### config.mk
export PLATFORM = sky130hd
export DESIGN_NAME = vga_scan_gen_flat
export DESIGN_NICKNAME = d
export VERILOG_FILES = /design/src/rtl/vga_pkg.sv /design/src/rtl/vga_scan_gen_if.sv /design/src/rtl/vga_scan_gen_div.sv /design/src/rtl/vga_scan_gen.sv /design/src/flat_wrapper.sv
export SDC_FILE = /design/constraint.sdc
export NUM_CORES = 1
export LEC_CHECK = 0
export ABC_AREA = 1
export CAP_MARGIN = 20
export CORE_AREA = 2 2 61 86
export CTS_BUF_LIST = sky130_fd_sc_hd__clkbuf_4
export DETAILED_ROUTE_END_ITERATION = 7
export DIE_AREA = 0 0 63 88
export PLACE_DENSITY = 0.83
export SLEW_MARGIN = 20
export SYNTH_ARGS = -nofsm -noshare
export SYNTH_HDL_FRONTEND = slang
export SYNTH_HIERARCHICAL = 1
export SYNTH_SLANG_ARGS = --single-unit
### constraint.sdc
create_clock -name clk -period 1.5 [get_ports clk]
set_input_delay 0.3 -clock clk [delete_from_list [all_inputs] [get_ports clk]]
set_output_delay 0.3 -clock clk [all_outputs]
set_load 0.05 [all_outputs]
### src/rtl/vga_pkg.sv
`default_nettype none
// ============================================================================
// Module : vga_pkg
// Brief  : 640x480@60 timing constants and shared types for the VGA scan path.
// Rev    : 1.0  initial release
// ============================================================================
package vga_pkg;

    localparam int CNT_W  = 10;
    localparam int RGB_W  = 12;

    localparam int H_VIS  = 640;
    localparam int H_FP   = 16;
    localparam int H_SYNC = 96;
    localparam int H_BP   = 48;
    localparam int V_VIS  = 480;
    localparam int V_FP   = 10;
    localparam int V_SYNC = 2;
    localparam int V_BP   = 33;

    localparam int H_TOTAL      = H_VIS + H_FP + H_SYNC + H_BP;
    localparam int V_TOTAL      = V_VIS + V_FP + V_SYNC + V_BP;
    localparam int H_SYNC_START = H_VIS + H_FP;
    localparam int H_SYNC_END   = H_VIS + H_FP + H_SYNC;
    localparam int V_SYNC_START = V_VIS + V_FP;
    localparam int V_SYNC_END   = V_VIS + V_FP + V_SYNC;

    typedef logic [CNT_W-1:0] coord_t;

endpackage : vga_pkg
`default_nettype wire

### src/rtl/vga_scan_gen_if.sv
`default_nettype none
// ============================================================================
// Module : vga_scan_gen_if
// Brief  : Scan coordinates/timing out to the overlay logic, draw result back.
// Rev    : 1.0  initial release
// ============================================================================
interface vga_scan_gen_if #(
    parameter int RGB_W = vga_pkg::RGB_W
);
    logic             draw;
    logic [RGB_W-1:0] fg_color;
    logic [RGB_W-1:0] bg_color;
    logic [9:0]       x;
    logic [9:0]       y;
    logic             video_on;
    logic             p_tick;
    logic             frame_start;
    logic             hsync;
    logic             vsync;
    logic [RGB_W-1:0] rgb;

    modport master (
        input  draw, fg_color, bg_color,
        output x, y, video_on, p_tick, frame_start, hsync, vsync, rgb
    );

    modport slave (
        output draw, fg_color, bg_color,
        input  x, y, video_on, p_tick, frame_start, hsync, vsync, rgb
    );

endinterface : vga_scan_gen_if
`default_nettype wire

### src/rtl/vga_scan_gen_div.sv
`default_nettype none
// ============================================================================
// Module : pixel_tick_div
// Brief  : Mod-CLK_DIV counter producing a registered one-clock pixel strobe.
// Rev    : 1.0  initial release
// ============================================================================
module pixel_tick_div #(
    parameter int CLK_DIV = 4
) (
    input  wire logic clk,
    input  wire logic rst_n,
    output logic      p_tick_o
);

    generate
        if (CLK_DIV <= 1) begin : g_div1
            logic p_tick_q;

            always_ff @(posedge clk or negedge rst_n) begin
                if (!rst_n) p_tick_q <= 1'b0;
                else        p_tick_q <= 1'b1;
            end

            assign p_tick_o = p_tick_q;
        end else begin : g_divn
            localparam int            CW     = $clog2(CLK_DIV);
            localparam logic [CW-1:0] C_LAST = CW'(CLK_DIV - 1);

            logic [CW-1:0] cnt_q, cnt_d;
            logic          p_tick_q, p_tick_d;

            // Strobe is registered, so it appears on the clock after cnt hits C_LAST.
            always_comb begin
                cnt_d    = cnt_q + 1'b1;
                p_tick_d = 1'b0;
                if (cnt_q == C_LAST) begin
                    cnt_d    = '0;
                    p_tick_d = 1'b1;
                end
            end

            always_ff @(posedge clk or negedge rst_n) begin
                if (!rst_n) begin
                    cnt_q    <= '0;
                    p_tick_q <= 1'b0;
                end else begin
                    cnt_q    <= cnt_d;
                    p_tick_q <= p_tick_d;
                end
            end

            assign p_tick_o = p_tick_q;
        end
    endgenerate

endmodule : pixel_tick_div
`default_nettype wire

### src/rtl/vga_scan_gen.sv
`default_nettype none
// ============================================================================
// Module : vga_scan_gen
// Brief  : VGA raster counters, sync decode and sync-aligned registered RGB.
// Rev    : 1.0  initial release
// ============================================================================
module vga_scan_gen #(
    parameter int CLK_DIV = 4,
    parameter int H_VIS   = vga_pkg::H_VIS,
    parameter int H_FP    = vga_pkg::H_FP,
    parameter int H_SYNC  = vga_pkg::H_SYNC,
    parameter int H_BP    = vga_pkg::H_BP,
    parameter int V_VIS   = vga_pkg::V_VIS,
    parameter int V_FP    = vga_pkg::V_FP,
    parameter int V_SYNC  = vga_pkg::V_SYNC,
    parameter int V_BP    = vga_pkg::V_BP,
    parameter int RGB_W   = vga_pkg::RGB_W
) (
    input  wire logic       clk,
    input  wire logic       rst_n,
    vga_scan_gen_if.master  bus
);
    import vga_pkg::*;

    localparam int     C_H_TOTAL  = H_VIS + H_FP + H_SYNC + H_BP;
    localparam int     C_V_TOTAL  = V_VIS + V_FP + V_SYNC + V_BP;
    localparam coord_t C_X_LAST   = coord_t'(C_H_TOTAL - 1);
    localparam coord_t C_Y_LAST   = coord_t'(C_V_TOTAL - 1);
    localparam coord_t C_H_VIS    = coord_t'(H_VIS);
    localparam coord_t C_V_VIS    = coord_t'(V_VIS);
    localparam coord_t C_HS_START = coord_t'(H_VIS + H_FP);
    localparam coord_t C_HS_END   = coord_t'(H_VIS + H_FP + H_SYNC);
    localparam coord_t C_VS_START = coord_t'(V_VIS + V_FP);
    localparam coord_t C_VS_END   = coord_t'(V_VIS + V_FP + V_SYNC);

    logic             p_tick;
    coord_t           x_q, x_d;
    coord_t           y_q, y_d;
    logic             hsync_q, hsync_d;
    logic             vsync_q, vsync_d;
    logic [RGB_W-1:0] rgb_q, rgb_d;
    logic             video_on;
    logic             x_last, y_last;

    pixel_tick_div #(
        .CLK_DIV (CLK_DIV)
    ) u_div (
        .clk      (clk),
        .rst_n    (rst_n),
        .p_tick_o (p_tick)
    );

    assign x_last   = (x_q == C_X_LAST);
    assign y_last   = (y_q == C_Y_LAST);
    assign video_on = (x_q < C_H_VIS) && (y_q < C_V_VIS);

    always_comb begin
        x_d     = x_q;
        y_d     = y_q;
        hsync_d = hsync_q;
        vsync_d = vsync_q;
        rgb_d   = rgb_q;
        if (p_tick) begin
            if (x_last) begin
                x_d = '0;
                y_d = y_last ? '0 : y_q + 1'b1;
            end else begin
                x_d = x_q + 1'b1;
            end
            // Colour and syncs are sampled together so they leave aligned.
            hsync_d = !((x_q >= C_HS_START) && (x_q < C_HS_END));
            vsync_d = !((y_q >= C_VS_START) && (y_q < C_VS_END));
            rgb_d   = video_on ? (bus.draw ? bus.fg_color : bus.bg_color) : '0;
        end
    end

    always_ff @(posedge clk or negedge rst_n) begin
        if (!rst_n) begin
            x_q     <= '0;
            y_q     <= '0;
            hsync_q <= 1'b1;
            vsync_q <= 1'b1;
            rgb_q   <= '0;
        end else begin
            x_q     <= x_d;
            y_q     <= y_d;
            hsync_q <= hsync_d;
            vsync_q <= vsync_d;
            rgb_q   <= rgb_d;
        end
    end

    assign bus.x           = x_q;
    assign bus.y           = y_q;
    assign bus.video_on    = video_on;
    assign bus.p_tick      = p_tick;
    assign bus.frame_start = p_tick && x_last && y_last;
    assign bus.hsync       = hsync_q;
    assign bus.vsync       = vsync_q;
    assign bus.rgb         = rgb_q;

endmodule : vga_scan_gen
`default_nettype wire

### src/flat_wrapper.sv
// flat-port wrapper written by rule: the top's interface ports become plain ports
module vga_scan_gen_flat import vga_pkg::*;
#(
    parameter int CLK_DIV = 4,
    parameter int H_VIS   = vga_pkg::H_VIS,
    parameter int H_FP    = vga_pkg::H_FP,
    parameter int H_SYNC  = vga_pkg::H_SYNC,
    parameter int H_BP    = vga_pkg::H_BP,
    parameter int V_VIS   = vga_pkg::V_VIS,
    parameter int V_FP    = vga_pkg::V_FP,
    parameter int V_SYNC  = vga_pkg::V_SYNC,
    parameter int V_BP    = vga_pkg::V_BP,
    parameter int RGB_W   = vga_pkg::RGB_W
)
  (clk, rst_n, bus_draw, bus_fg_color, bus_bg_color, bus_x, bus_y, bus_video_on, bus_p_tick, bus_frame_start, bus_hsync, bus_vsync, bus_rgb);
  vga_scan_gen_if #(.RGB_W(RGB_W)) bus_i ();
  input  wire logic clk;
  input  wire logic rst_n;
  input wire logic [$bits(bus_i.draw)-1:0] bus_draw;
  input wire logic [$bits(bus_i.fg_color)-1:0] bus_fg_color;
  input wire logic [$bits(bus_i.bg_color)-1:0] bus_bg_color;
  output wire logic [$bits(bus_i.x)-1:0] bus_x;
  output wire logic [$bits(bus_i.y)-1:0] bus_y;
  output wire logic [$bits(bus_i.video_on)-1:0] bus_video_on;
  output wire logic [$bits(bus_i.p_tick)-1:0] bus_p_tick;
  output wire logic [$bits(bus_i.frame_start)-1:0] bus_frame_start;
  output wire logic [$bits(bus_i.hsync)-1:0] bus_hsync;
  output wire logic [$bits(bus_i.vsync)-1:0] bus_vsync;
  output wire logic [$bits(bus_i.rgb)-1:0] bus_rgb;
  assign bus_i.draw = bus_draw;
  assign bus_i.fg_color = bus_fg_color;
  assign bus_i.bg_color = bus_bg_color;
  assign bus_x = bus_i.x;
  assign bus_y = bus_i.y;
  assign bus_video_on = bus_i.video_on;
  assign bus_p_tick = bus_i.p_tick;
  assign bus_frame_start = bus_i.frame_start;
  assign bus_hsync = bus_i.hsync;
  assign bus_vsync = bus_i.vsync;
  assign bus_rgb = bus_i.rgb;
  vga_scan_gen #(.CLK_DIV(CLK_DIV), .H_VIS(H_VIS), .H_FP(H_FP), .H_SYNC(H_SYNC), .H_BP(H_BP), .V_VIS(V_VIS), .V_FP(V_FP), .V_SYNC(V_SYNC), .V_BP(V_BP), .RGB_W(RGB_W)) u_core (.clk(clk), .rst_n(rst_n), .bus(bus_i));
endmodule
# Yosys cells after proc, flatten, opt, wreduce, memory -nomap -nowiden
# Cells that the tools add are included.
[totals]
register_bits = 37
input_bits = 27
elab_cells = 33
output_inout_bits = 37
[classes]
order_cmp = 6
add_sub_neg = 3
reduce_logical = 8
muxes = 6
n_eq_ne = 3
[op_table]
columns = ["cell", "n"]
rows = [
  ["$mux W12", 2],
  ["$add A10 B1 Y10 const B", 2],
  ["$eq A10 B10 Y1 const B", 2],
  ["$lt A10 B10 Y1 const B", 2],
  ["$lt A10 B9 Y1 const B", 2],
  ["$mux W10", 2],
  ["$ge A10 B10 Y1 const B", 1],
  ["$ge A10 B9 Y1 const B", 1],
  ["$logic_and A1 B1 Y1", 5],
  ["$add A2 B1 Y2 const B", 1],
  ["$eq A2 B2 Y1 const B", 1],
  ["$logic_not A1 Y1", 2],
  ["$mux W2", 1],
  ["$reduce_and A2 Y1", 1],
  ["$mux W1", 1],
]

# Logic depth before layout (Yosys ltp)
[depth]
word_depth = 3
depth_mapped = 8
mapped_depth_nobuf = 8

# Hierarchy
# The synthesis kept the hierarchy.
[by_module_without_submodules]
columns = ["module", "instances", "cells_each", "seq_area_each_um2", "area_each_um2"]
rows = [
  ["vga_scan_gen", 1, 261, 853.3, 2005.7],
  ["pixel_tick_div", 1, 5, 75.1, 91.3],
]

# Least setup slack after synthesis
# OpenSTA, ideal clock, no wires.
[synth_timing]
path_kind = "reg-to-output"
startpoint = "register u_core.x_q[1], in the netlist u_core/bus.x[1]"
endpoint = "output port bus_frame_start"
path_slack_ns = -1.140
path_stages_with_launch = 6
required_time_ns = 1.200
arrival_time_ns = 2.340
path_buffers = 0
cell_sequence = "dfrtp_1 -> ha_1 -> nand2_2 -> nor2_8 -> nand4_1 -> nor3_1"
[synth_between]
elab_chain_len = 3
[synth_rtl]
columns = ["item", "line", "rtl"]
rows = [
  ["from (decl)", "vga_scan_gen.sv:37", "coord_t x_q, x_d;"],
  ["from (signal assigned)", "vga_scan_gen.sv:79", "x_q <= '0;"],
  ["from (signal assigned)", "vga_scan_gen.sv:85", "x_q <= x_d;"],
  ["$eq A10 B10 Y1", "vga_scan_gen.sv:53", "assign x_last = (x_q == C_X_LAST);"],
  ["$logic_and A1 B1 Y1 (2 in a row)", "vga_scan_gen.sv:97", "assign bus.frame_start = p_tick && x_last && y_last;"],
  ["to (decl)", "flat_wrapper.sv:26", "output wire logic [$bits(bus_i.frame_start)-1:0] bus_frame_start;"],
]
# Every way passes these cells.

# Worst setup path in the final report
[layout_timing]
startpoint = "register u_core.x_q[7], in the netlist u_core/bus.x[7]"
endpoint = "output port bus_frame_start"
# Same word-level chain as after synthesis.

==> results.py <==
metrics = {
    "outcome": {
        "status": "complete, but fails checks",
        "violations": "negative setup slack",
    },
    "power_and_ir_drop": {
        "max-vdd-ir-drop_v": 0.000546,
        "p_per_area_nw_per_um2": 530,
        "p_leak_nw": 1.69,
    },
    "die": {
        "core_area_um2": 4770,
        "die_area_um2": 5540,
        "die_h_um": 88,
        "initial_core_util_pct": 44.0,
        "rows": 30,
        "die_w_um": 63,
        "io_pins": 64,
    },
    "timing": {
        "fmax_ghz": 0.519,
        "setup_viol": 2,
        "slew_headroom_pct": 68.2,
        "setup_slack_ps": -427,
        "period_needed_ps": 1930,
        "hold_viol_final": 0,
        "drv_slew": 0,
        "finalClockSkew_ps": 17.6,
        "finalCritPeriodShare_pct": 128,
        "rsz0062_at_grt": "yes",
        "worst_pin_slew_ps": 477,
    },
    "detailed_routing": {
        "dr.pass1.iters": 4,
        "avgViaCountPerCell": 4.95,
        "drt_iter0_drc": 90,
        "highest_layer": "met4",
        "via_count": 2163,
        "wirelength_met1_mm": 2.01,
        "wl_met3_um": 356,
        "wl_mm": 5.87,
        "antenna_left": 0,
        "wl_per_cell_um": 13.4,
        "route.met2.wl_mm": 3.37,
        "drc": 0,
    },
    "setup_path": {
        "crit_chain": "nor3_2 -> nand4_1 -> nor3_4 -> buf_12",
        "cp_slowest_stage_delay_ps": 420,
        "critPathArrivalTime_ps": 1630,
        "crit_fanout": 2,
        "start_kind": "register",
        "cp_data_required_time_ps": 1200,
        "cp_num_buf_inv": 1,
        "crit_type": "reg -> out",
        "critPathCaptureType": "primary output",
        "r2r_cells": 7,
        "worstSetupPathDepth": 4,
        "cp_top_family": "simple AND/OR/NAND/NOR gates",
        "slowest_stage": "dfrtp_2",
    },
    "yosys": {
        "syn-num-nets": 298,
        "synthCells": 266,
        "ys_types": 30,
        "synth-seq-cells": 37,
        "ys_warn_count": 6,
        "seq_area_frac_synth_pct": 44.3,
        "avgSynthCellArea_um2": 7.88,
        "syn-cell-area_um2": 2100,
    },
    "grt": {
        "antenna_found_initial": 0,
        "grt_use_total_pct": 21.8,
        "grt_pass1_vias": 2184,
        "grt_pass1_wl_mm": 9.41,
        "grt_max_degree": 38,
        "gr-total-overflow": 0,
    },
    "clocking": {
        "cts_tree": "yes",
        "cts.clk_slew.worst_paths_ps": 110,
        "cts_root_buf": "clkbuf_4",
        "cts_sinks": 37,
        "cts_buffer_depth": 2,
        "h-tree-depth": 2,
        "cts_inserted_buffers": 5,
        "insertion_delay_ps": 350,
    },
    "final_layout": {
        "layout_commonest_cell": "nand2_1",
        "layout.nets": 404,
        "fin_cells": 437,
        "utilization_pct": 76.2,
        "fill_cells": 326,
        "area_growth_pct": 73.2,
        "drive_gt1_share_pct": 38.1,
        "diodes": 0,
        "final_cell_mix": "58 x nand2_1, 42 x buf_4, 38 x buf_12, 37 x nor2_1",
    },
    "placement": {
        "dp_hpwl_mm": 4.30,
        "detailedPlace.worstSlack_ps": -110,
        "place_congestion": 0.807,
        "port_buffers": 63,
        "dp_cells": 416,
    },
    "hold_path": {
        "min_path_type": "reg -> reg",
        "holdPathStages": 1,
    },
    "run": {
        "cap_viol_max_count": 0,
    },
}
## power by group
group          switching, mW  internal, mW
combinational          0.155         0.171
clock                  0.331         0.216
sequential            0.0277          1.02
## Yosys cell counts
cell       n  share of area [%]
buf_2      3               0.72
dfstp_2    2                2.5
nand2_1   62                 11
buf_4      1               0.36
nand4_4    1                1.0
dfrtp_1   35                 42
o21bai_2   1               0.54
xnor2_1    2               0.84
o211ai_1   1               0.36
nand4_2    2                1.2
nor3_1     5                1.2
nor2_8     1               0.95
nand2_2    4                1.2
nor3_4     2                1.6
clkbuf_1   2               0.36
a31oi_1    1               0.30
nor3_2     1               0.48
ha_1       5                3.0
inv_1     26                4.7
o21bai_1   1               0.36
o21ai_0   21                5.0
nor2_2     5                1.5
xor2_1     3                1.3
o21ai_1   14                3.3
nor2_1    37                6.6
nand3_1   16                3.8
inv_2      4               0.72
buf_6      2                1.1
nand4_1    2               0.60
o21ai_2    4                1.7
## logic make-up after synthesis
| family | share of synthesized area (%) |
|---|---|
| AO/OA/AOI/OAI | 11.6 |
| XOR/XNOR | 2.09 |
| adder cells (fa/ha/maj) | 2.98 |
| buffers and inverters | 7.88 |
| flip-flops | 44.3 |
| AND/OR/NAND/NOR | 31.2 |
## worst paths after layout
path	start	to	slack, ps
worst max register to register	u_core/bus.x[7]	u_core/bus.rgb[1]	40
worst min-delay path	u_core/u_div/g_divn.cnt_q[0]	u_core/u_div/g_divn.cnt_q[0]	440
worst max-delay path	u_core/bus.x[7]	bus_frame_start	-430
min in group asynchronous	rst_n	u_core/bus.y[7]	520
max in group asynchronous	rst_n	u_core/bus.y[9]	610
worst min register to register	u_core/u_div/g_divn.cnt_q[0]	u_core/u_div/g_divn.cnt_q[0]	440
## state kept, by name (all words and copies together), names as in the netlist
name	count
u_core/bus.rgb	12
u_core/bus.x	10
u_core/bus.hsync	1
u_core/u_div/p_tick_o	1
u_core/u_div/g_divn.cnt_q	2
u_core/bus.y	10
u_core/bus.vsync	1
## worst register-to-register path, cell delays in order (launching register included)
cell and delay, ps:
dfrtp_2 420, buf_4 180, nand2_4 80, nand4_4 130, buf_4 160, buf_4 120, buf_4 170, o21ai_1 140
## cell type report
cell class                      instances  area [um^2]  share of cell area [%]
Sequential cell                        37          950                    26.2
Inverter                               30          116                    3.20
Clock buffer                            7         52.6                    1.45
Tap cell                               64         80.1                    2.21
Timing Repair Buffer                  107         1340                    36.9
Multi-Input combinational cell        191         1090                    29.9
Clock inverter                          1         3.75                   0.103
## metal layers
metal / track usage, % / up-vias
li1: - / 1062
met1: 19.9 / 1008
met2: 43.5 / 78
met3: 6.17 / 15
met4: 10.7 / 0
met5: 0 / -
## through the flow
stage / setup TNS [ps] / total power [mW] / hold slack [ps] / cell area [um^2]
after floorplan: -559 / 1.18 / 4.41 / 2150
after global placement: -82.5 / 1.39 / 371 / 3400
after detailed placement: -120 / 1.39 / 377 / 3400
after CTS: -624 / 1.95 / 451 / 3530
after global routing: -846 / 2.02 / 464 / 3630
final: -621 / 1.92 / 443 / 3630
## repair_timing
item	CTS	global route
resized for setup	6	9
hold endpoints to repair	28	0
hold buffers	1	0
cloned	0	0
pin swaps	4	5
setup buffers	4	9
endpoints found under the setup margin	2	9
No activity file was read; power rests on OpenSTA's default activity.
==> patch (same flow settings) <==
The package constant `RGB_W` goes from 12 to 16.
--- a/src/rtl/vga_pkg.sv
+++ b/src/rtl/vga_pkg.sv
@@ -7,7 +7,7 @@
 package vga_pkg;
 
     localparam int CNT_W  = 10;
-    localparam int RGB_W  = 12;
+    localparam int RGB_W  = 16;
 
     localparam int H_VIS  = 640;
     localparam int H_FP   = 16;
Ports: changed (resized bus_bg_color, bus_fg_color and bus_rgb); port bits go from 64 to 76. The function was not compared with the original's and may differ.
==> patch against the original RTL <==
- the run still ends with negative setup slack left
- design area up 8.3%
- wire length up 18%
- first-iteration DRC count rose by 110%
- sequential share of layout area is 0.63 points higher
- setup slack improved by 0.080 ns
- clock skew fell by 0.0043 ns
- sequential cell count increased by 4
- total power is 11% higher
- synthesized area increased by 4.4%
- critical path depth increased by 2
- critical path type unchanged
- largest power group unchanged
- highest routed layer unchanged
==> patch: results (changes against the original RTL) <==
Finish
  • Finished Layout Cells: 463 (+5.9%)
  • Final net count: 438 (+8.4%)
  • Layout cells sized above 1: 35.34% (-2.7 points)
  • # diodes: 0 (unchanged)
  • Max reg flops: 16 (+4)

Timing
  • Clk_skew: 0.01332 ns (-0.004319 ns)
  • Post-route setup slack: -0.3471 ns (+0.07966 ns)
  • Worst-Margin Slew: 0.4514 ns (-0.02608 ns)
  • Final setup vio count: 2 (unchanged)

Worst setup path
  • Reg2Reg Depth: 9 (+2)
  • FF-to-FF End: u_core/bus.y[1]
  • Reg-to-reg startpoint: u_core/bus.x[6]
  • Worst path slowest cell: dfrtp_2
  • Critical path launch point: u_core/bus.x[0]
  • Slowest cell delay on critical path: 0.43 ns
  • Worst R2R Setup Slack: 0.02 ns (-0.02 ns)
  • Crit Path Max Fanout: 2 (unchanged)

GRT
  • Antenna violations before repair: 0 (unchanged)
  • Vias in the first global route: 2372 (+8.6%)
  • All-Layer GR Usage: 24.57% (+2.8 points)
  • Largest net degree at the start of global routing: 42 (+11%)
  • First-pass GRT wire length: 10710 um (+14%)

Clock tree
  • Num CTS Buffers: 5 (unchanged)
  • Reg clk slew, reported paths: 0.13 ns (+0.02 ns)
  • # H-tree levels: 2 (unchanged)
  • Skew-Pair Late Insertion Delay: 0.36 ns
  • Root Buffer: clkbuf_4
  • Max clock buf depth: 2 (unchanged)

Placed design
  • Placed inst area: 3699 um2 (+8.6%)
  • Post-Place Setup Slack: -0.1434 ns (-0.03345 ns)
  • Placed Instances: 445 (+7.0%)
  • HPWL after detailed placement: 4827 um (+12%)
  • Final Wtd Congestion: 0.8838 (+9.5%)
  • Port bufs: 75 (+19%)

Run status
  • Failing checks: negative setup slack
  • Outcome: finished with violations

Synthesis
  • Post-Syn Nets: 324 (+8.7%)
  • Sequential share of the synthesized area: 46.97% (+2.7 points)
  • Asr flop ratio synth: 100.0% (unchanged)
  • Top post-synthesis cells by area: dfrtp_1 (45%), nand2_1 (10%), o21ai_0 (9.4%), nor2_1 (8.4%), nand3_1 (4.6%)
  • Cell variety after synth: 28 (-6.7%)
  • Syn Inst Count: 284 (+6.8%)
  • Most used DFF post-synth: dfrtp_1
  • Commonest cells post-synth: nand2_1 (59), nor2_1 (49), o21ai_0 (41)
  • Synth Warn #: 6 (unchanged)

Route
  • Routed wire length per instance: 14.93 um (+11%)
  • Detailed Routing Iterations Pass 1: 5 (+1)
  • Routed vias/inst: 5.231 (+5.7%)
  • Iteration-0 DRC Markers: 189 (+110%)

Power
  • Worst IR Drop VDD: 544.1 uV (-0.42%)
  • Leak pwr: 1.791 nW (+5.7%)

Min path
  • Worst hold-check path type: in -> async
patch: through the flow:
stage	hold WS [ns]	utilization, %	TNS, ns
floorplan	0.004409	-	-0.4175
global placement	0.2863	77.59	-0.02981
detailed placement	0.2899	77.59	-1.525
CTS	0.4347	80.34	-0.5509
global route	0.4433	82.52	-0.8630
finish	0.4232	82.52	-0.5796
patch: area by class of cell:
| class | count | area, um2 |
|---|---|---|
| clock buffer | 5 | 37.54 |
| inverter | 27 | 105.1 |
| clock inverter | 3 | 12.51 |
| multi-input combinational | 205 | 1116 |
| timing repair buffer | 118 | 1529 |
| fill | 288 | 833.3 |
| tap | 64 | 80.08 |
| sequential | 41 | 1054 |
patch: what timing repair did:
| action | CTS | global route |
|---|---|---|
| gates cloned | 0 | 1 |
| pin swaps | 4 | 5 |
| resized for setup | 14 | 18 |
| buffers inserted | 3 | 6 |
| setup endpoints to repair | 2 | 17 |
| hold buffers | 1 | 0 |
| hold endpoints to repair | 39 | 0 |
patch: kinds of logic after synthesis:
kind of cell | count (synthesis) | share of synthesized area (%)
AO/OA/AOI/OAI | 46 | 10.69
buffers and inverters | 38 | 7.599
XOR/XNOR | 8 | 3.200
AND/OR/NAND/NOR | 146 | 28.69
adder cells (fa/ha/maj) | 5 | 2.857
flip-flops | 41 | 46.97
patch: where the power goes:
group | leakage, nW | switching (mW) | internal, mW
sequential | 0.478 | 0.0368 | 1.14
combinational | 1.28 | 0.201 | 0.227
clock | 0.0300 | 0.363 | 0.170
patch: routing by layer:
layer | global-route usage (%) | part of all wire, % | routed length (um)
met1 | 26.91 | 34 | 2383
met2 | 46.42 | 57 | 3918
met3 | 4.884 | 6.4 | 439
met4 | 9.697 | 2.5 | 172
met5 | 0 | 0 | 0
patch: how the worst max path moves through the flow:
stage	cells past startpoint	end	slack (ns)
2_1_floorplan	5	bus_frame_start	-0.27
3_3_place_gp	6	u_core/bus.rgb[12]	-0.01
3_5_place_dp	6	u_core/bus.rgb[12]	-0.14
4_1_cts	6	bus_frame_start	-0.33
5_1_grt	6	bus_frame_start	-0.43
6_report	6	bus_frame_start	-0.35
patch: worst max-delay path: cells and delay by family (launching register included):
family / cells / cell delay, ns
DFF: 1 / 0.43
and+or+nand+nor: 3 / 0.40
buffers and inverters: 2 / 0.21
adders and majority gates: 1 / 0.14
